## src/rtl/sprite_pkg.sv

```systemverilog
// Shared definitions for the playfield sprites: FSM states, movement
// direction, screen geometry, colour constants and a small range helper.
package sprite_pkg;

    typedef enum logic [2:0] {
        IDLE  = 3'd0,
        MOVE  = 3'd1,
        DRAW  = 3'd2,
        SHOWN = 3'd3,
        ERASE = 3'd4
    } sprite_state_t;

    typedef enum logic {
        DIR_LEFT  = 1'b0,
        DIR_RIGHT = 1'b1
    } sprite_dir_t;

    localparam int unsigned SCREEN_W = 320;
    localparam int unsigned SCREEN_H = 240;

    localparam logic [2:0] BLACK = 3'b000;

    // True when v lies in the closed interval [lo, lo + len_m1].
    // All operands are 10 bits so the upper bound cannot wrap on a 320-wide field.
    function automatic logic in_span(input logic [9:0] v,
                                     input logic [9:0] lo,
                                     input logic [9:0] len_m1);
        return (v >= lo) && (v <= (lo + len_m1));
    endfunction

endpackage

```

## src/rtl/sprite_scan.sv

```systemverilog
// Row-major pixel scanner shared by the sprite blocks: column/row counters
// that advance one pixel per enabled cycle and wrap after the last pixel.
module sprite_scan
    import sprite_pkg::*;
#(
    parameter int unsigned SPRITE_W = 10,
    parameter int unsigned SPRITE_H = 4
) (
    input  logic       clk,
    input  logic       reset,
    input  logic       advance,
    output logic       last,
    output logic [9:0] x_off,
    output logic [8:0] y_off
);

    localparam logic [4:0] COL_LAST = 5'(SPRITE_W - 1);
    localparam logic [3:0] ROW_LAST = 4'(SPRITE_H - 1);

    logic [4:0] col_r;
    logic [3:0] row_r;

    // Offsets of the current pixel and the flag marking the final pixel.
    always_comb begin
        last  = (col_r == COL_LAST) && (row_r == ROW_LAST);
        x_off = {5'b00000, col_r};
        y_off = {5'b00000, row_r};
    end

    // Step column first, then row; wrap back to pixel 0 after the last one.
    always_ff @(posedge clk) begin
        if (!reset) begin
            col_r <= 5'd0;
            row_r <= 4'd0;
        end else if (advance) begin
            if (col_r == COL_LAST) begin
                col_r <= 5'd0;
                if (row_r == ROW_LAST) begin
                    row_r <= 4'd0;
                end else begin
                    row_r <= row_r + 4'd1;
                end
            end else begin
                col_r <= col_r + 5'd1;
            end
        end else begin
            col_r <= col_r;
            row_r <= row_r;
        end
    end

endmodule

```

## src/rtl/alien_sprite.sv

```systemverilog
// Alien invader sprite: steps across the field on each draw request,
// bouncing and dropping at the side walls, plots itself pixel by pixel
// and reports hits from the player's bullet.
module alien_sprite
    import sprite_pkg::*;
#(
    parameter int unsigned SPRITE_W = 10,
    parameter int unsigned SPRITE_H = 4,
    parameter int unsigned START_X  = 160,
    parameter int unsigned START_Y  = 0,
    parameter int unsigned FIELD_W  = SCREEN_W,
    parameter int unsigned FIELD_H  = SCREEN_H,
    parameter int unsigned STEP     = 1,
    parameter int unsigned DROP     = 1,
    parameter logic [2:0]  COLOUR   = 3'b101
) (
    input  logic       clk,
    input  logic       reset,
    input  logic       draw_signal,
    input  logic       erase_signal,
    input  logic [8:0] bullet_x,
    input  logic [7:0] bullet_y,
    input  logic       bullet_valid,
    output logic [8:0] x,
    output logic [7:0] y,
    output logic [2:0] colour,
    output logic       plot,
    output logic       finish,
    output logic       collision,
    output logic       busy,
    output logic       landed
);

    localparam logic [9:0] X_MAX    = 10'(FIELD_W - SPRITE_W);
    localparam logic [8:0] Y_MAX    = 9'(FIELD_H - SPRITE_H);
    localparam logic [9:0] STEP_X   = 10'(STEP);
    localparam logic [8:0] DROP_Y   = 9'(DROP);
    localparam logic [9:0] START_X0 = 10'(START_X);
    localparam logic [8:0] START_Y0 = 9'(START_Y);
    localparam logic [9:0] W_M1     = 10'(SPRITE_W - 1);
    localparam logic [9:0] H_M1     = 10'(SPRITE_H - 1);
    localparam logic       LANDED0  = (START_Y == (FIELD_H - SPRITE_H));

    sprite_state_t state_r;
    sprite_dir_t   dir_r;
    sprite_dir_t   move_dir_s;
    logic [9:0]    pos_x_r;
    logic [8:0]    pos_y_r;
    logic          hit_r;
    logic          last_pending_r;

    logic [9:0]    move_x_s;
    logic [8:0]    move_y_s;
    logic [9:0]    x_sum_s;
    logic [8:0]    y_sum_s;
    logic          at_edge_s;
    logic          emit_s;
    logic          hit_now_s;
    logic [9:0]    base_x_s;
    logic [8:0]    base_y_s;
    logic [8:0]    pix_x_s;
    logic [7:0]    pix_y_s;
    logic          scan_last_s;
    logic [9:0]    x_off_s;
    logic [8:0]    y_off_s;

    sprite_scan #(
        .SPRITE_W (SPRITE_W),
        .SPRITE_H (SPRITE_H)
    ) u_scan (
        .clk     (clk),
        .reset   (reset),
        .advance (emit_s),
        .last    (scan_last_s),
        .x_off   (x_off_s),
        .y_off   (y_off_s)
    );

    // Next position/direction taken when the MOVE state commits.
    always_comb begin
        x_sum_s    = pos_x_r + STEP_X;
        y_sum_s    = pos_y_r + DROP_Y;
        at_edge_s  = ((dir_r == DIR_LEFT) && (pos_x_r == 10'd0)) ||
                     ((dir_r == DIR_RIGHT) && (pos_x_r == X_MAX));
        move_x_s   = pos_x_r;
        move_y_s   = pos_y_r;
        move_dir_s = dir_r;
        if (hit_r) begin
            move_x_s   = START_X0;
            move_y_s   = START_Y0;
            move_dir_s = DIR_LEFT;
        end else if (at_edge_s) begin
            move_y_s   = (y_sum_s > Y_MAX) ? Y_MAX : y_sum_s;
            move_dir_s = (dir_r == DIR_LEFT) ? DIR_RIGHT : DIR_LEFT;
        end else if (dir_r == DIR_LEFT) begin
            move_x_s = (pos_x_r >= STEP_X) ? (pos_x_r - STEP_X) : 10'd0;
        end else begin
            move_x_s = (x_sum_s > X_MAX) ? X_MAX : x_sum_s;
        end
    end

    // A pixel is launched on the MOVE edge, on each scanning edge, and on the erase-accept edge.
    always_comb begin
        emit_s = 1'b0;
        case (state_r)
            MOVE:    emit_s = 1'b1;
            DRAW:    emit_s = !last_pending_r;
            SHOWN:   emit_s = erase_signal;
            ERASE:   emit_s = !last_pending_r;
            default: emit_s = 1'b0;
        endcase
    end

    // Pixel coordinate: the MOVE edge already uses the freshly computed position.
    always_comb begin
        if (state_r == MOVE) begin
            base_x_s = move_x_s;
            base_y_s = move_y_s;
        end else begin
            base_x_s = pos_x_r;
            base_y_s = pos_y_r;
        end
        pix_x_s = 9'(base_x_s + x_off_s);
        pix_y_s = 8'(base_y_s + y_off_s);
    end

    // Bullet overlap, only while the sprite is on screen and not already hit.
    always_comb begin
        if ((state_r == DRAW) || (state_r == SHOWN) || (state_r == ERASE)) begin
            hit_now_s = bullet_valid && !hit_r &&
                        in_span({1'b0, bullet_x}, pos_x_r, W_M1) &&
                        in_span({2'b00, bullet_y}, {1'b0, pos_y_r}, H_M1);
        end else begin
            hit_now_s = 1'b0;
        end
    end

    // Sprite controller: state, position, hit latch and all registered outputs.
    always_ff @(posedge clk) begin
        if (!reset) begin
            state_r        <= IDLE;
            pos_x_r        <= START_X0;
            pos_y_r        <= START_Y0;
            dir_r          <= DIR_LEFT;
            hit_r          <= 1'b0;
            last_pending_r <= 1'b0;
            x              <= 9'd0;
            y              <= 8'd0;
            colour         <= BLACK;
            plot           <= 1'b0;
            finish         <= 1'b0;
            collision      <= 1'b0;
            busy           <= 1'b0;
            landed         <= LANDED0;
        end else begin
            plot      <= 1'b0;
            finish    <= 1'b0;
            collision <= hit_now_s;
            if (hit_now_s) begin
                hit_r <= 1'b1;
            end
            if (emit_s) begin
                x    <= pix_x_s;
                y    <= pix_y_s;
                plot <= 1'b1;
                if (scan_last_s) begin
                    last_pending_r <= 1'b1;
                end
            end
            case (state_r)
                IDLE: begin
                    busy <= draw_signal;
                    if (draw_signal) begin
                        state_r <= MOVE;
                    end
                end
                MOVE: begin
                    pos_x_r <= move_x_s;
                    pos_y_r <= move_y_s;
                    dir_r   <= move_dir_s;
                    hit_r   <= 1'b0;
                    landed  <= (move_y_s == Y_MAX);
                    colour  <= COLOUR;
                    busy    <= 1'b1;
                    state_r <= DRAW;
                end
                DRAW: begin
                    if (last_pending_r) begin
                        last_pending_r <= 1'b0;
                        finish         <= 1'b1;
                        busy           <= 1'b0;
                        state_r        <= SHOWN;
                    end
                end
                SHOWN: begin
                    busy <= erase_signal;
                    if (erase_signal) begin
                        colour  <= BLACK;
                        state_r <= ERASE;
                    end
                end
                ERASE: begin
                    if (last_pending_r) begin
                        last_pending_r <= 1'b0;
                        finish         <= 1'b1;
                        busy           <= 1'b0;
                        state_r        <= IDLE;
                    end
                end
                default: begin
                    busy    <= 1'b0;
                    state_r <= IDLE;
                end
            endcase
        end
    end

endmodule

```

## config.mk

```make
export PLATFORM = sky130hd
export DESIGN_NAME = alien_sprite
export DESIGN_NICKNAME = d
export VERILOG_FILES = /design/src/rtl/sprite_pkg.sv /design/src/rtl/sprite_scan.sv /design/src/rtl/alien_sprite.sv
export SDC_FILE = /design/constraint.sdc
export NUM_CORES = 1
export LEC_CHECK = 0
export BUFFER_PORTS_ARGS = -buffer_cell sky130_fd_sc_hd__buf_2
export CORE_MARGIN = 8
export CORE_UTILIZATION = 50
export DETAILED_ROUTE_END_ITERATION = 16
export GPL_ROUTABILITY_DRIVEN = 0
export PLACE_DENSITY = 0.69
export REMOVE_ABC_BUFFERS = 1
export SYNTH_ARGS = -nofsm -noshare
export SYNTH_HDL_FRONTEND = slang
export SYNTH_SLANG_ARGS = --single-unit
```

## constraint.sdc

```tcl
create_clock -name clk -period 7.8 [get_ports clk]
set_input_delay 0.78 -clock clk [delete_from_list [all_inputs] [get_ports clk]]
set_output_delay 0.78 -clock clk [all_outputs]
set_load 0.02 [all_outputs]
```

Word level (Yosys, flattened, before mapping)
Index checks and enable logic that the tools add are counted.
W data, S select, Z words.
Storage, ports and cells
  output and inout port bits: 25
  input bits: 22
  word-level logic and storage cells: 103
  register bits: 59
Operators by class
  add/subtract/negate cells: 9
  order comparisons: 7
  reduce and logical (&&, ||, !) cells: 24
  eq/ne operators: 13
  muxes and demuxes: 32
  bitwise logic cells: 2
Operators by type and width (count)
  $mux W10: 6
  $mux W9: 4
  $mux W3: 5
  $pmux W3 S5: 1
  $mux W1: 11
  $add A10 B1 Y10 const B: 1
  $add A10 B4 Y10 const B: 1
  $add A9 B2 Y10 const B: 1
  $eq A10 B9 Y1 const B: 1
  $ge A10 B1 Y1 const B: 1
  $ge A9 B10 Y1: 1
  $gt A10 B9 Y1 const B: 1
  $le A8 B10 Y1: 1
  $le A9 B10 Y1: 1
  $logic_not A10 Y1: 1
  $sub A10 B1 Y10 const B: 1
  $add A9 B1 Y9 const B: 1
  $add A9 B5 Y9: 1
  $eq A9 B8 Y1 const B: 1
  $ge A8 B9 Y1: 1
  $gt A9 B8 Y1 const B: 1
  $add A8 B4 Y8: 1
  $logic_and A1 B1 Y1: 8
  $ne A2 B2 Y1 const B: 4
  21 further kinds: 31

Depth between registers and ports, before layout
Gate-level depths: netlist of run 1.
  depth in word-level cells: 8
  depth in mapped cells: 19

Hierarchy
A second synthesis of run 1 with hierarchy kept.
Unflattened totals
  cells, all modules: 658
  area total of the unflattened synthesis: 5128.7 um2
Modules (own cells, without submodules)
  alien_sprite: instances 1, area each 4590.7 um2, cells an instance 599
  sprite_scan: instances 1, area each 538.0 um2, cells an instance 59

Worst setup path after synthesis of run 1
OpenSTA, ideal clock, no wires.
  kind: register to register
  start point: reg pos_x_r[0]
  end point: reg x[8]
  cell stages (with the launch flop): 20
  data required time: 7.713 ns
  period minus slack after synthesis: 3.628 ns
  library setup time: 0.087 ns
  path slack: 4.172 ns
  arrival time: 3.541 ns
  cells stage by stage: dfxtp_1 -> buf_2 -> inv_1 -> ha_1 -> nor3b_1 -> nor4b_1 -> o221a_2 -> a311oi_4 -> o21ai_0 -> o21ai_0 -> ha_1 -> fa_1 -> a21oi_1 -> nor2_1 -> nor2_1 -> nor2b_1 -> o22ai_1 -> nor2_1 -> and4_1 -> o31ai_1
Between the ends
  word-level cells in the longest chain between the ends: 8
RTL lines
  from (decl): RTL line alien_sprite.sv:47  | logic [9:0] pos_x_r;
  from (signal assigned): RTL line alien_sprite.sv:178  | pos_x_r <= move_x_s;
  $add A10 B1 Y10: RTL line alien_sprite.sv:81  | x_sum_s = pos_x_r + STEP_X;
  $gt A10 B9 Y1: RTL line alien_sprite.sv:98  | move_x_s = (x_sum_s > X_MAX) ? X_MAX : x_sum_s;
  $mux W10: RTL line alien_sprite.sv:98
  $mux W10: RTL line alien_sprite.sv:95  | end else if (dir_r == DIR_LEFT) begin
  $mux W10: RTL line alien_sprite.sv:92  | end else if (at_edge_s) begin
  $mux W10: RTL line alien_sprite.sv:88  | if (hit_r) begin
  $mux W10 (*): RTL line alien_sprite.sv:116  | if (state_r == MOVE) begin
  via base_x_s[0]: RTL line alien_sprite.sv:59  | logic [9:0] base_x_s;
  $add A9 B5 Y9 (*): RTL line alien_sprite.sv:123  | pix_x_s = 9'(base_x_s + x_off_s);
  to (signal assigned): RTL line alien_sprite.sv:163  | x <= pix_x_s;
  to (decl): RTL line alien_sprite.sv:24  | output logic [8:0] x,
Mark *: on every way through the listed nets, which the timed path passes. The rest lies on a longest branch.
A chain may end at the register's enable or synchronous reset.

Final worst setup path of run 1
Same ends and word-level chain as after synthesis.

==> results.json, run 1 <==
{
  "status": "complete, no violations",
  "drt_iter0_drc": 538,
  "rrSetupSlack_ps": 3460,
  "synth_warnings": 0,
  "crit_chain": "ha_1 > xor2_1 > inv_1 > nor4b_1 > o221a_2 > a311oi_4 > o21ai_0 > o21ai_0 > ha_1 > fa_1 > a21oi_1 > nor2_1 > nor2_1 > nor2b_1 > o22ai_1 > nor2_1 > and4_1 > o31ai_1",
  "cpMostUsedCell": "nor2_1",
  "num_rows": 37,
  "grt-ovfl-total": 0,
  "post_drt_wl_per_cell_um": 16.6,
  "antenna_found_initial": 0,
  "vias": 4964,
  "worst_pin_slew_ps": 1060,
  "reg2reg_depth": 18,
  "rr_startpoint": "pos_x_r[0]",
  "layout.nets": 748,
  "setup_tns_ps": 0,
  "drt-total-wl_um": 13500,
  "ant_nets": 0,
  "grt_pass1_wl_um": 22800,
  "power_per_cell_area_mw_per_mm2": 169,
  "async_flop_share_pct": 0,
  "crit_required_ps": 8050,
  "grt-busiest-layer": "met2",
  "drive_above_1_share_pct": 12.6,
  "syn_inst": 654,
  "synth-seq-cells": 57,
  "setup_slack_ps": 3460,
  "ys.flop_type": "dfxtp_1",
  "synthToLayoutAreaGrowth_pct": 8.52,
  "slew_viol_final": 0,
  "ys_seq_area_share_pct": 22.5,
  "use_met3_pct": 5.23,
  "irDropWorstVdd_mv": 0.105,
  "root_buffer": "clkbuf_8",
  "crit_end": "x[8]",
  "cp_num_cells": 18,
  "final-setup-viol-count": 0,
  "rr_endpoint": "x[8]",
  "path_clk_slew_ps": 80,
  "start_util_pct": 50.4,
  "numPortBuffers": 45,
  "die_x_um": 117,
  "use_met1_pct": 27.4,
  "endpoint_kind": "flip-flop",
  "maxCapViolations": 0,
  "cts_hold_buf": 0,
  "clkLatencyLatePin_ps": 340,
  "numCtsBuffers": 9,
  "post_cts_resized": 0,
  "post-route-util_pct": 54.6,
  "antennaDiodeCount": 0,
  "grt_max_degree": 31,
  "core_mm2": 0.0101,
  "grtUsageTotal_pct": 20.6,
  "p_leak_nw": 2.24,
  "path_max_fanout": 13,
  "dr.pass1.iters": 5,
  "pre_cts_ws_ps": 3560,
  "synth_edf_count": 0,
  "fp.dieH_um": 117,
  "path_buf_inv": 1,
  "drc": 0,
  "startpoint_type": "flip-flop",
  "dieArea_mm2": 0.0136,
  "crit_start": "pos_x_r[0]",
  "clk_path_buf_depth": 2,
  "layout_min_cycle_time_ps": 4340,
  "avgViaCountPerCell": 6.12,
  "hold_viol": 0,
  "synth_cell_types": 82,
  "max_stage_delay_ps": 580,
  "grt_use_met2_pct": 31.8,
  "slew_headroom_pct": 29.0,
  "fin_crit_sh_pct": 55.6,
  "dp_hpwl_um": 10300,
  "syn_area_mm2": 0.00508,
  "cp.arrival_ps": 4580,
  "criticalPathCategory": "reg2reg",
  "cp_top_family": "compound AO/OA/AOI/OAI gates",
  "grt_pass1_vias": 4803,
  "hold_slack_ps": 455,
  "worst_path_max_delay_cell": "dfxtp_1",
  "synth_area_per_cell_um2": 7.77,
  "cts_sinks": 57,
  "fin_skew_ps": 8.84,
  "hold_class": "reg2reg",
  "fmax_mhz": 231,
  "cts_tree": "done",
  "ios": 47,
  "htreeDepth": 3,
  "rsz0062_at_grt": "no",
  "cts_setup_buffers": 0
}
-- cell usage in the layout, fill, tap and decap left out, types with 6 or more instances in the layout --
cell type,netlist,final
a211oi_1,9,9
a21o_1,6,6
a21oi_1,48,48
a31oi_1,8,8
and2_1,15,15
and3_1,11,11
buf_2,10,45
clkbuf_8,0,9
dfxtp_1,57,57
ha_1,54,54
inv_1,27,27
nand2_1,54,54
nand3_1,29,29
nand4_1,9,9
nor2_1,54,54
nor2b_1,6,6
nor3_1,18,18
nor4_1,8,8
o21a_1,14,14
o21ai_0,46,46
o22ai_1,10,10
or3_1,6,6
xnor2_1,26,26
xor2_1,9,9
-- power by group --
group / switching (W) / internal (W) / leakage [nW]
combinational: 0.000152 / 0.0000897 / 1.66
sequential: 0.0000317 / 0.000309 / 0.463
clock: 0.000132 / 0.000215 / 0.124
total: 0.000316 / 0.000614 / 2.24
-- state kept, by name, summed over array words and instances, names as in the netlist --
name	flops
pos_x_r	10
x	9
y	8
collision	1
landed	1
state_r	3
finish	1
hit_r	1
pos_y_r	9
dir_r	1
u_scan.col_r	5
colour	1
u_scan.row_r	4
last_pending_r	1
plot	1
busy	1
-- per-stage QoR --
stage | power (W) | cells | area, µm²
detailed placement | 0.000585 | 795 | 5270
floorplan | 0.000509 | 613 | 4860
global route | 0.000986 | 811 | 5520
global placement | 0.000580 | 795 | 5270
finish | 0.000930 | 811 | 5520
CTS | 0.000935 | 811 | 5520
-- cells in the mapped netlist (3+ instances only) --
| cell type | number | area (µm²) |
|---|---|---|
| a21o_1 | 6 | 45.0 |
| nand2b_1 | 5 | 31.3 |
| nor2_1 | 54 | 203 |
| o211ai_1 | 5 | 37.5 |
| a31oi_1 | 8 | 50.1 |
| clkbuf_1 | 19 | 71.3 |
| o22ai_1 | 10 | 62.6 |
| inv_1 | 27 | 101 |
| and3_1 | 11 | 68.8 |
| dfxtp_1 | 57 | 1140 |
| and4_1 | 3 | 26.3 |
| a2111oi_0 | 3 | 26.3 |
| o21ai_0 | 46 | 230 |
| a21boi_0 | 3 | 22.5 |
| nor3_1 | 18 | 90.1 |
| o21a_1 | 14 | 105 |
| buf_4 | 7 | 52.6 |
| a21oi_1 | 48 | 240 |
| o31ai_1 | 5 | 37.5 |
| a22oi_1 | 4 | 30.0 |
| nor2b_1 | 6 | 37.5 |
| nor4_1 | 8 | 50.1 |
| or3_1 | 6 | 37.5 |
| and2_1 | 15 | 93.8 |
| nand4_1 | 9 | 56.3 |
| nand3_1 | 29 | 145 |
| nand2_1 | 54 | 203 |
| a211oi_1 | 9 | 67.6 |
| buf_2 | 10 | 50.1 |
| xor2_1 | 9 | 78.8 |
| or4_1 | 5 | 37.5 |
| xnor2_1 | 26 | 228 |
| ha_1 | 54 | 676 |
-- cell type report --
cell class	count	area (µm²)
clock inverter	7	125
multi-input combinational	526	3610
clock buffer	9	124
tap	136	170
sequential	57	1140
inverter	30	113
fill	981	4580
timing repair buffer	46	233
-- logic make-up after synthesis --
group                    Yosys count  synth area share, %
multiplexers                       2                0.419
adder cells (fa/ha/maj)           56                 14.1
AO/OA/AOI/OAI                    193                 25.8
other                              1               0.0738
AND/OR/NAND/NOR                  239                 24.7
XOR/XNOR                          35                 6.03
flip-flops                        57                 22.5
buffers and inverters             71                 6.52
-- worst min path at each step --
| stage | start | to | slack (ps) | cells past startpoint |
|---|---|---|---|---|
| after detailed placement | y[3] | y[3] | 450 | 2 |
| after CTS | y[3] | y[3] | 460 | 2 |
| final | y[1] | y[1] | 460 | 2 |
| after global routing | y[3] | y[3] | 480 | 2 |
| after floorplan | u_scan.row_r[3] | u_scan.row_r[2] | 470 | 2 |
| after global placement | x[4] | x[4] | 440 | 2 |
-- per-layer routing --
| layer | vias up | wire (µm) |
|---|---|---|
| met5 | - | 0 |
| li1 | 2413 | - |
| met1 | 2299 | 5990 |
| met2 | 224 | 5940 |
| met4 | 0 | 215 |
| met3 | 28 | 1300 |
-- worst reg2reg max path: stages, from the launching register on --
cell and delay [ps]:
dfxtp_1 580, ha_1 400, xor2_1 210, inv_1 120, nor4b_1 310, o221a_2 300, a311oi_4 70, o21ai_0 270
o21ai_0 210, ha_1 270, fa_1 400, a21oi_1 140, nor2_1 50, nor2_1 170, nor2b_1 70, o22ai_1 130
nor2_1 100, and4_1 210, o31ai_1 230
Power figures use the tool's default switching activity.
==> run 2: changes to the inputs <==
Clock period 7.8 ns to 4.1 ns, I/O delays scaled along.
==> run 2 against run 1 <==
Net effect:
- first-iteration DRC count decreased by 34%
- die area unchanged
- critical endpoint unchanged
- combinational power increased by 100%
- largest power group is now sequential cells
- wire length about the same
- sequential cell count unchanged
- sequential share of layout area decreased by 0.33 points
- cell count increased by 2.3%
==> results.json, run 2 (synthesized netlist as in run 1, its figures left out) <==
{
  "clk_path_buf_depth": 2,
  "layout.nets": 767,
  "dieArea_mm2": 0.0136,
  "die_x_um": 117,
  "fp.dieH_um": 117,
  "grt_max_degree": 31,
  "antenna_found_initial": 0,
  "grtUsageTotal_pct": 20.4,
  "root_buffer": "clkbuf_8",
  "final-setup-viol-count": 0,
  "criticalPathCategory": "reg2reg",
  "crit_chain": "nand2_1 > or4_1 > o211ai_2 > a311oi_4 > o21ai_1 > o21ai_0 > ha_1 > fa_1 > a21oi_1 > nor2_1 > nor2_1 > nor2b_1 > o22ai_1 > nor2_1 > and4_1 > o31ai_1",
  "path_clk_slew_ps": 70,
  "ant_nets": 0,
  "htreeDepth": 3,
  "fmax_mhz": 261,
  "crit_required_ps": 4340,
  "vias": 4980,
  "fill_cells": 965,
  "clkLatencyLatePin_ps": 330,
  "core_mm2": 0.0101,
  "ios": 47,
  "cts_tree": "done",
  "setup_slack_ps": 267,
  "power_w": 0.00165,
  "power_per_cell_area_mw_per_mm2": 292,
  "grt-ovfl-total": 0,
  "synthToLayoutAreaGrowth_pct": 10.9,
  "worst_pin_slew_ps": 1020,
  "irDropWorstVdd_mv": 0.235,
  "fin_crit_sh_pct": 93.5,
  "post-route-util_pct": 55.9,
  "grt_pass1_vias": 4779,
  "post_drt_wl_per_cell_um": 16.2,
  "drc": 0,
  "drt-total-wl_um": 13500,
  "setup_tns_ps": 0,
  "cp.arrival_ps": 4070,
  "antennaDiodeCount": 0,
  "grt_pass1_wl_um": 22600,
  "slew_headroom_pct": 31.4,
  "hold_viol": 0,
  "hold_class": "in2reg",
  "pre_cts_ws_ps": -52.6,
  "max_stage_delay_ps": 590,
  "cts_sinks": 57,
  "maxCapViolations": 0,
  "dp_hpwl_um": 10500,
  "endpoint_kind": "flip-flop",
  "avgViaCountPerCell": 6.00,
  "most-common-layout-cells": "nand2_1, nor2_1, ha_1",
  "dr.pass1.iters": 5,
  "path_max_fanout": 10,
  "num_rows": 37,
  "min_path_cells": 3,
  "reg2reg_depth": 16,
  "startpoint_type": "flip-flop",
  "fin_skew_ps": 10.1,
  "largest_register": "pos_x_r",
  "cpMostUsedCell": "nor2_1",
  "start_util_pct": 50.4,
  "largest_reg_flops": 10,
  "layout_min_cycle_time_ps": 3830,
  "drt_iter0_drc": 356,
  "worst_path_max_delay_cell": "or4_1",
  "drive_above_1_share_pct": 16.0,
  "numCtsBuffers": 9,
  "top_regs": "pos_x_r: 10 flops, pos_y_r: 9 flops, x: 9 flops",
  "p_leak_nw": 2.32,
  "status": "complete, no violations",
  "numPortBuffers": 45,
  "slew_viol_final": 0
}
## run 2: cell count changes in the layout (fill, tap and decap cells not counted), sizes merged
cell and delta:
inv -2, clkbuf +2, clkinv +1, buf +19
bufinv -2, clkinvlp +1
## run 2: layout make-up
type                            count  area (µm²)  area share (%)
Multi-Input combinational cell    526        3640            64.6
Timing Repair Buffer               65         375            6.66
Clock inverter                      5        56.3           0.999
Sequential cell                    57        1150            20.4
Clock buffer                       11         131            2.33
Inverter                           30         113            2.00
Tap cell                          136         170            3.02
## run 2: path summary, 6_finish.rpt
kind	slack, ps	from	end
worst min register to register	450	x[1]	x[1]
worst max register to register	270	pos_x_r[3]	x[8]
worst min-delay path	390	erase_signal	state_r[2]
worst max-delay path	270	pos_x_r[3]	x[8]
## run 2: power by group
part           total (W)  internal, W  switching [W]  leakage, nW
Clock           0.000515     0.000280       0.000235       0.0933
Combinational   0.000496     0.000192       0.000304         1.76
Sequential      0.000637     0.000590      0.0000473        0.465
## run 2: critical path: cells and delay by family, from the launching register on
family | cells | cell delay, ps
AO/OA/AOI/OAI | 7 | 1100
adder cells (fa/ha/maj) | 2 | 660
flip-flops | 1 | 570
AND/OR/NAND/NOR | 7 | 1420
## run 2: routing by layer
| metal | vias to the layer above | wire (µm) | global-route usage (%) |
|---|---|---|---|
| met5 | - | 0 | 0 |
| met1 | 2278 | 6170 | 28.0 |
| li1 | 2453 | - | - |
| met4 | 0 | 199 | 6.48 |
| met2 | 228 | 5860 | 31.2 |
| met3 | 21 | 1220 | 4.31 |
## run 2: through the flow
stage	hold slack, ps	std cells	cell area (µm²)
finish	389	830	5640
global route	388	830	5640
CTS	368	829	5590
detailed placement	444	813	5400
global placement	439	813	5400
floorplan	474	613	4860
## run 2: repair_timing
| action | CTS | global route |
|---|---|---|
| hold buffers | 0 | 0 |
| buffers inserted | 0 | 1 |
| pin swaps | 0 | 2 |
| gates resized for setup | 1 | 11 |
| endpoints found under the setup margin | 1 | 8 |
| hold endpoints to repair | 0 | 0 |
